$ cat src/rtl/data_mem_ctrl.sv
// RISC-V data memory: byte/half/word loads and stores behind a valid/ready port,
// with a fixed-latency response pipeline, error reporting and post-reset zero fill.

module data_mem_bank #(
  parameter int IDX_W = 6
) (
  input  logic             clk,
  input  logic             we,
  input  logic [IDX_W-1:0] waddr,
  input  logic [7:0]       wdata,
  input  logic [IDX_W-1:0] raddr,
  output logic [7:0]       rdata
);
  logic [7:0] mem [2**IDX_W];

  always_ff @(posedge clk)
    if (we) mem[waddr] <= wdata;

  assign rdata = mem[raddr];
endmodule

module data_mem_ctrl #(
  parameter int DEPTH_WORDS  = 64,
  parameter int READ_LATENCY = 1,
  parameter int ADDR_WIDTH   = 32
) (
  input  logic                  clk,
  input  logic                  rst,
  input  logic                  req_valid,
  output logic                  req_ready,
  input  logic                  req_we,
  input  logic [2:0]            req_funct3,
  input  logic [ADDR_WIDTH-1:0] req_addr,
  input  logic [31:0]           req_wdata,
  output logic                  resp_valid,
  output logic [31:0]           resp_rdata,
  output logic                  resp_err,
  output logic                  init_done
);
  localparam int IDX_W     = $clog2(DEPTH_WORDS);
  localparam int NUM_LANES = 4;

  typedef enum logic [0:0] {INIT, RUN} state_t;

  state_t                          state;
  logic [IDX_W-1:0]                fill_cnt;
  logic                            acc, oor, f3_ok, misal, err;
  logic [IDX_W-1:0]                idx;
  logic [1:0]                      lane;
  logic [NUM_LANES-1:0]            be;
  logic [NUM_LANES-1:0]            bank_we;
  logic [IDX_W-1:0]                bank_waddr;
  logic [NUM_LANES-1:0][7:0]       bank_wdata;
  logic [NUM_LANES-1:0][7:0]       rd_word;
  logic [31:0]                     word, ld_data;
  logic [7:0]                      byte_v;
  logic [15:0]                     half_v;

  logic [READ_LATENCY:1]           vld_pipe;
  logic [31:0]                     dat_pipe [READ_LATENCY:1];
  logic [READ_LATENCY:1]           err_pipe;

  // Request decode
  assign acc  = req_valid & req_ready;
  assign idx  = req_addr[2 +: IDX_W];
  assign lane = req_addr[1:0];
  assign oor  = |req_addr[ADDR_WIDTH-1:IDX_W+2];

  always_comb begin
    f3_ok = 1'b0;
    if (req_we) f3_ok = req_funct3 inside {3'b000, 3'b001, 3'b010};
    else        f3_ok = req_funct3 inside {3'b000, 3'b001, 3'b010, 3'b100, 3'b101};
  end

  assign misal = ((req_funct3[1:0] == 2'b01) & lane[0]) |
                 ((req_funct3[1:0] == 2'b10) & (lane != 2'b00));
  assign err   = ~f3_ok | misal | oor;

  always_comb begin
    be = 4'b0000;
    case (req_funct3[1:0])
      2'b00:   be = 4'b0001 << lane;
      2'b01:   be = lane[1] ? 4'b1100 : 4'b0011;
      2'b10:   be = 4'b1111;
      default: be = 4'b0000;
    endcase
  end

  // During INIT the fill sequencer owns every bank's write port
  assign bank_waddr = (state == INIT) ? fill_cnt : idx;

  for (genvar l = 0; l < NUM_LANES; l++) begin : g_lane
    always_comb begin
      bank_we[l]    = 1'b0;
      bank_wdata[l] = 8'h00;
      if (state == INIT) begin
        bank_we[l] = 1'b1;
      end else begin
        bank_we[l] = acc & req_we & ~err & be[l];
        case (req_funct3[1:0])
          2'b00:   bank_wdata[l] = req_wdata[7:0];
          2'b01:   bank_wdata[l] = req_wdata[8*(l%2) +: 8];
          default: bank_wdata[l] = req_wdata[8*l +: 8];
        endcase
      end
    end

    data_mem_bank #(.IDX_W(IDX_W)) u_bank (
      .clk   (clk),
      .we    (bank_we[l]),
      .waddr (bank_waddr),
      .wdata (bank_wdata[l]),
      .raddr (idx),
      .rdata (rd_word[l])
    );
  end

  // Load extraction and extension
  assign word   = rd_word;
  assign byte_v = word[8*lane +: 8];
  assign half_v = lane[1] ? word[31:16] : word[15:0];

  always_comb begin
    ld_data = 32'h0;
    if (!req_we && !err) begin
      case (req_funct3)
        3'b000:  ld_data = {{24{byte_v[7]}}, byte_v};
        3'b001:  ld_data = {{16{half_v[15]}}, half_v};
        3'b010:  ld_data = word;
        3'b100:  ld_data = {24'h0, byte_v};
        3'b101:  ld_data = {16'h0, half_v};
        default: ld_data = 32'h0;
      endcase
    end
  end

  always_ff @(posedge clk or posedge rst) begin
    if (rst) begin
      state     <= INIT;
      fill_cnt  <= '0;
      req_ready <= 1'b0;
      init_done <= 1'b0;
    end else begin
      case (state)
        INIT: begin
          fill_cnt <= fill_cnt + 1'b1;
          if (fill_cnt == IDX_W'(DEPTH_WORDS - 1)) begin
            state     <= RUN;
            req_ready <= 1'b1;
            init_done <= 1'b1;
          end
        end
        default: begin
          req_ready <= 1'b1;
          init_done <= 1'b1;
        end
      endcase
    end
  end

  // Idle stages carry zeros so the outputs read 0 outside response cycles
  always_ff @(posedge clk or posedge rst) begin
    if (rst) begin
      vld_pipe <= '0;
      err_pipe <= '0;
      for (int i = 1; i <= READ_LATENCY; i++) dat_pipe[i] <= 32'h0;
    end else begin
      vld_pipe[1] <= acc;
      err_pipe[1] <= acc & err;
      dat_pipe[1] <= acc ? ld_data : 32'h0;
      for (int i = 2; i <= READ_LATENCY; i++) begin
        vld_pipe[i] <= vld_pipe[i-1];
        err_pipe[i] <= err_pipe[i-1];
        dat_pipe[i] <= dat_pipe[i-1];
      end
    end
  end

  assign resp_valid = vld_pipe[READ_LATENCY];
  assign resp_err   = err_pipe[READ_LATENCY];
  assign resp_rdata = dat_pipe[READ_LATENCY];
endmodule

$ cat config.mk
export PLATFORM = sky130hd
export DESIGN_NAME = data_mem_ctrl
export DESIGN_NICKNAME = d
export VERILOG_FILES = /design/src/rtl/data_mem_ctrl.sv
export SDC_FILE = /design/constraint.sdc
export NUM_CORES = 2
export LEC_CHECK = 0
export ABC_AREA = 1
export ABC_CLOCK_PERIOD_IN_PS = 9400
export CAP_MARGIN = 20
export CELL_PAD_IN_SITES_DETAIL_PLACEMENT = 0
export CELL_PAD_IN_SITES_GLOBAL_PLACEMENT = 2
export CORE_MARGIN = 2
export CORE_UTILIZATION = 47
export DETAILED_ROUTE_END_ITERATION = 8
export PLACE_DENSITY_LB_ADDON = 0.1
export SKIP_LAST_GASP = 1
export SYNTH_ARGS = -nofsm -noshare
export SYNTH_HDL_FRONTEND = slang
export SYNTH_SLANG_ARGS = --single-unit
$ cat constraint.sdc
create_clock -name clk -period 9.4 [get_ports clk]
set_input_delay 1.88 -clock clk [delete_from_list [all_inputs] [get_ports clk]]
set_output_delay 1.88 -clock clk [all_outputs]
set_load 0.005 [all_outputs]
## After elaboration in Yosys (flattened, before gate mapping)

Memories as Yosys holds them, arrays and structs flattened.
Cells that the tools add are included.

| cells by class | value |
|---|---|
| add/subtract/negate cells | 1 |
| equal/unequal tests | 7 |
| shifts and indexed selects | 2 |
| multiplexer cells | 31 |
| bitwise logic cells | 15 |
| reduce and logical (&&, ||, !) cells | 11 |

Operators by type and width:

| operator | number |
|---|---|
| one-hot mux 32 bit (5 select lines) | 1 |
| 2-to-1 mux 32 bit | 2 |
| 2-to-1 mux 8 bit | 6 |
| indexed part select 32 x 6 -> 8 bit | 1 |
| OR reduction 24 bit | 1 |
| 2-to-1 mux 1 bit | 17 |
| 2-to-1 mux 16 bit | 1 |
| one-hot mux 8 bit (2 select lines) | 1 |
| one-hot mux 4 bit (3 select lines) | 1 |
| AND 1 bit | 10 |
| adder 6 x 1 -> 6 bit (second input constant) | 1 |
| equality test 3 bit (second input constant) | 2 |
| equality test 6 bit (second input constant) | 1 |
| 2-to-1 mux 6 bit | 1 |
| nonzero test 5 bit | 1 |
| 2-to-1 mux 4 bit | 1 |
| nonzero test 2 bit | 2 |
| << shifter 1 x 2 -> 4 bit (first input constant) | 1 |
| equality test 3 x 1 -> 1 bit (second input constant) | 1 |
| equality test 3 x 2 -> 1 bit (second input constant) | 1 |
| logical NOT 3 bit | 1 |
| OR 1 bit | 3 |
| nonzero test 3 bit | 1 |
| equality test 2 x 1 -> 1 bit (second input constant) | 1 |
| other kinds (6) | 8 |

| storage, ports and cells | value |
|---|---|
| flip-flop bits (word level) | 42 |
| RAM bits | 2,048 |
| input port bits | 71 |
| output and inout bits | 36 |
| word-level logic and storage cells | 77 |
| memories kept | 4 |

Memory list:

| name | depth | bits a word | read ports | clocked after memory_dff | write ports | line | source |
|---|---|---|---|---|---|---|---|
| g_lane[0].u_bank.mem | 64 | 8 | 1 | 0 | 1 | 14 | `logic [7:0] mem [2**IDX_W];` |
| g_lane[1].u_bank.mem | 64 | 8 | 1 | 0 | 1 | 14 |  |
| g_lane[2].u_bank.mem | 64 | 8 | 1 | 0 | 1 | 14 |  |
| g_lane[3].u_bank.mem | 64 | 8 | 1 | 0 | 1 | 14 |  |

## Logic depth before layout (Yosys ltp)

| depth | value |
|---|---|
| word-level depth | 12 |
| gate-level depth with buffers | 17 |
| mapped depth without buffers | 13 |

## Hierarchy

A second synthesis with hierarchy kept.

| unflattened totals | value |
|---|---|
| cells, all modules | 7,658 |
| area, all modules | 87,639.1 um^2 |

By module, submodules not included:

| module | instances | cells each | area an instance (um^2) | sequential area each (um^2) |
|---|---|---|---|---|
| data_mem_bank | 4 | 1,797 | 21,179.1 | 15,374.7 |
| data_mem_ctrl | 1 | 470 | 2,922.8 | 1,051.0 |

## Worst setup path after synthesis

No wires, ideal clock.

| timing path | value |
|---|---|
| path type | input -> register |
| from | input req_funct3[1] |
| to | memory g_lane[1].u_bank.mem[0][0], data pin |
| library setup time | 0.548 ns |
| arrival | 4.402 ns |
| data required time | 8.852 ns |
| slack | 4.450 ns |
| stages on the path | 6 |
| buffers on the path | 2 |
| path through | buf_2 nor2_1 inv_1 clkbuf_1 nand2_1 a21oi_1 |

RTL lines:

| what | line | source |
|---|---|---|
| start: declaration | 32 | `input logic [2:0] req_funct3,` |
| end: declaration | 14 |  |

## Worst setup path in the final report

| timing path | value |
|---|---|
| from | input req_funct3[1] |
| to | memory g_lane[0].u_bank.mem[26][0] (enable) |

| between the ends | value |
|---|---|
| longest elaborated chain between the ends | 12 |
| elaborated cells between the ends (all ways) | 24 |
| classes of those cells | 6 x eq/ne; 5 x mux; 9 x bitwise; 4 x reduce/logical |

Ends and longest elaborated chain:

| what | line | source |
|---|---|---|
| equality test 3 x 1 -> 1 bit, or another cell as far along | 71, 72 |  |
| nonzero test 5 bit or nonzero test 3 bit (tied branches) | 72, 71 |  |
| 2-to-1 mux 1 bit | 71 | `if (req_we) f3_ok = req_funct3 inside {3'b000, 3'b001, 3'b010};` |
| NOT 1 bit | 77 | `assign err = ~f3_ok \| misal \| oor;` |
| OR 1 bit (2 in a row) | 77 |  |
| NOT 1 bit | 99 | `bank_we[l] = acc & req_we & ~err & be[l];` |
| AND 1 bit | 99 |  |
| AND 1 bit * | 99 |  |
| 2-to-1 mux 1 bit * | 96 | `if (state == INIT) begin` |
| 2-to-1 mux 1 bit * | 17 | `if (we) mem[waddr] <= wdata;` |
| 2-to-1 mux 1 bit (implied by the code) * | 17 |  |
| end: declaration | 14 |  |

Every way passes the cells marked *; elsewhere a longest branch is shown, timed or not.

==> flow_summary.json <==
{
  "status": "finished clean",
  "rsz0062_at_grt": "false",
  "setup_viol": 0,
  "clk_pin_slew_ns": 0.06,
  "antenna_found_initial": 21,
  "ys_ff_latch": 2090,
  "antenna_left": 0,
  "io_buffers": 106,
  "clock_latency_ns": 0.87,
  "holdBufCountCts": 0,
  "grt_max_degree": 191,
  "area_growth_pct": 11.6,
  "period_share": 0.622,
  "cts_max_level": 4,
  "slew_headroom": 0.199,
  "fin_setup_tns_ns": 0,
  "routed_via_density": 5.82,
  "synth_cell_types": 32,
  "syn_area_per_cell_sq_um": 11.8,
  "dieArea_sq_mm": 0.185,
  "die_w_um": 430,
  "grt_pass1_vias": 55600,
  "r2r-start": "state",
  "grt_overflow": 0,
  "mostFrequentLayoutCells": "edfxtp_1, nand2_1, nand3_1, nor2_1, o21ai_0",
  "reg2reg_setup_slack_ns": 5.41,
  "synth_top_cell_area_share": 0.722,
  "fillCellCount": 15600,
  "period_needed_ns": 5.84,
  "crit_arrival_ns": 6.32,
  "min_to": "fill_cnt[4]",
  "gp_congestion": 0.943,
  "start_util": 0.472,
  "synth-seq-area-share": 0.734,
  "synthesis.nets": 7306,
  "r2r_cells": 7,
  "drive_gt1_frac": 0.0612,
  "ir_worst_vdd_v": 0.000173,
  "min_path_type": "reg2reg",
  "dpl_cell_area_sq_mm": 0.0881,
  "final_cells": 9718,
  "criticalPathCategory": "in2reg",
  "dp_hpwl_um": 165000,
  "required_ns": 9.88,
  "hold_depth": 1,
  "critPathLaunchType": "input pin",
  "end_kind": "register",
  "critical_path.max_fanout": 51,
  "drtIter0Drc": 6903,
  "core_sq_mm": 0.181,
  "final_area_sq_mm": 0.0951,
  "grt_pass1_wl_um": 395000,
  "dp.cells": 9314,
  "syn-cell-area_sq_mm": 0.0852,
  "hold_viol_final": 0,
  "die_h_um": 430,
  "postSynthCellCount": 7234,
  "cts_buffers": 211,
  "mostFrequentLayoutCell": "edfxtp_1",
  "final_nets": 7230,
  "drc": 0,
  "ios": 107,
  "clock-root-buffer": "clkbuf_16",
  "tightest_slew_ns": 1.20,
  "dr_total_vias": 56500,
  "cts_tree": "built",
  "post_cts_buffers": 0,
  "p_leak_uw": 0.0313,
  "cap_violations": 0,
  "r2r-end": "g_lane[1].u_bank.mem[4][5]",
  "routedWlPerCell_um": 28.7,
  "cts.sinks": 2090,
  "yosysTopAreaCell": "edfxtp_1",
  "power_density_mw_per_mm2": 205,
  "wirelength_um": 279000,
  "min-delay-start": "fill_cnt[4]",
  "yosys_warnings": 0,
  "finalClockSkew_ns": 0.0328,
  "grt_usage": 0.299,
  "rows": 156,
  "maxSlewViolCount": 0,
  "cts.path.max_buffers": 3,
  "firstDrtPassIters": 6,
  "synthTopCellsByArea": "edfxtp_1, nand3_1, nand2_1",
  "fmax_mhz": 171,
  "cts.repair.resized": 0
}
[worst max-delay path by stage]
stage | startpoint | to | slack (ns) | depth (start not counted)
floorplan | req_funct3[1] | g_lane[1].u_bank.mem[0][0] | 4.45 | 6
global placement | req_funct3[1] | g_lane[0].u_bank.mem[54][0] | 2.67 | 13
detailed placement | req_funct3[1] | g_lane[0].u_bank.mem[31][7] | 2.76 | 12
CTS | req_funct3[1] | g_lane[0].u_bank.mem[31][7] | 3.69 | 12
global route | req_funct3[1] | g_lane[0].u_bank.mem[31][6] | 3.39 | 12
finish | req_funct3[1] | g_lane[0].u_bank.mem[26][0] | 3.56 | 12
[registers in the layout (all words and copies together) (netlist names)]
| register | count |
|---|---|
| g_lane.u_bank.mem | 2048 |
| resp_rdata | 32 |
| fill_cnt | 6 |
| init_done | 1 |
| resp_err | 1 |
| resp_valid | 1 |
| state | 1 |
[synthesized netlist by cell type]
cell and instances:
a21oi_1 78, a21oi_2 1, a31oi_1 1, and3_1 1
buf_1 63, buf_2 238, buf_4 25, buf_6 6
clkbuf_1 156, clkinv_1 2, dfrtp_1 42, edfxtp_1 2048
ha_1 1, inv_1 84, inv_2 6, inv_4 1
nand2_1 1799, nand3_1 1490, nand4_1 2, nor2_1 645
nor2_2 2, nor2_4 4, nor3_1 3, nor4_1 4
o211ai_1 1, o21ai_0 355, o21ai_1 1, o21ai_2 2
o22ai_1 167, or2_2 1, xnor2_1 2, xor2_1 3
[through the flow]
stage / util / hold slack, ns / setup WS, ns / total power, uW
3_5_place_dp: 0.488 / 0.512 / 2.76 / 11300
6_report: 0.527 / 0.521 / 3.56 / 19500
4_1_cts: 0.527 / 0.522 / 3.69 / 19600
3_3_place_gp: 0.488 / 0.507 / 2.67 / 11300
2_1_floorplan: - / 0.451 / 4.45 / 10900
5_1_grt: 0.527 / 0.536 / 3.39 / 20100
[layout make-up]
cell class,count,area (sq um),share of cell area
antenna,9,22.5,0.000237
clock buffer,262,5570,0.0585
sequential,2090,62600,0.658
multi-input combinational,4563,20200,0.213
clock inverter,132,1360,0.0143
timing repair buffer,199,1970,0.0207
inverter,93,414,0.00436
tap,2370,2970,0.0312
[routing by layer]
metal | track usage | part of all wire
met2 | 0.483 | 0.47
met5 | 0 | 0.00058
met4 | 0.140 | 0.051
met1 | 0.389 | 0.40
met3 | 0.0640 | 0.079
[critical path: stages]
cell and delay (ns):
clkdlybuf4s50_1 1.07, nor2_1 0.40, inv_1 0.21, o21ai_0 0.10, a21oi_1 0.17, nand2_1 0.08
nor3_1 0.44, o21ai_0 0.47, nand2_1 0.23, inv_4 0.13, buf_4 0.42, nor2_1 0.66
[power by group]
group | leakage (uW) | internal [uW] | switching [uW]
Combinational | 0.0124 | 268 | 733
Sequential | 0.0155 | 10100 | 0
Clock | 0.00337 | 4900 | 3570
[cell families (layout without fill, tap and decap cells)]
kind of cell             after synthesis  after routing  share of synthesized area
AND/OR/NAND/NOR                     3951           3951                      0.197
flip-flops                          2090           2090                      0.734
AO/OA/AOI/OAI                        606            606                     0.0382
buffers and inverters                581            686                     0.0307
XOR/XNOR                               5              5                   0.000514
adder cells (fa/ha/maj)                1              1                   0.000147
other                                  0              9                          0
(Power assumes the default switching activity.)
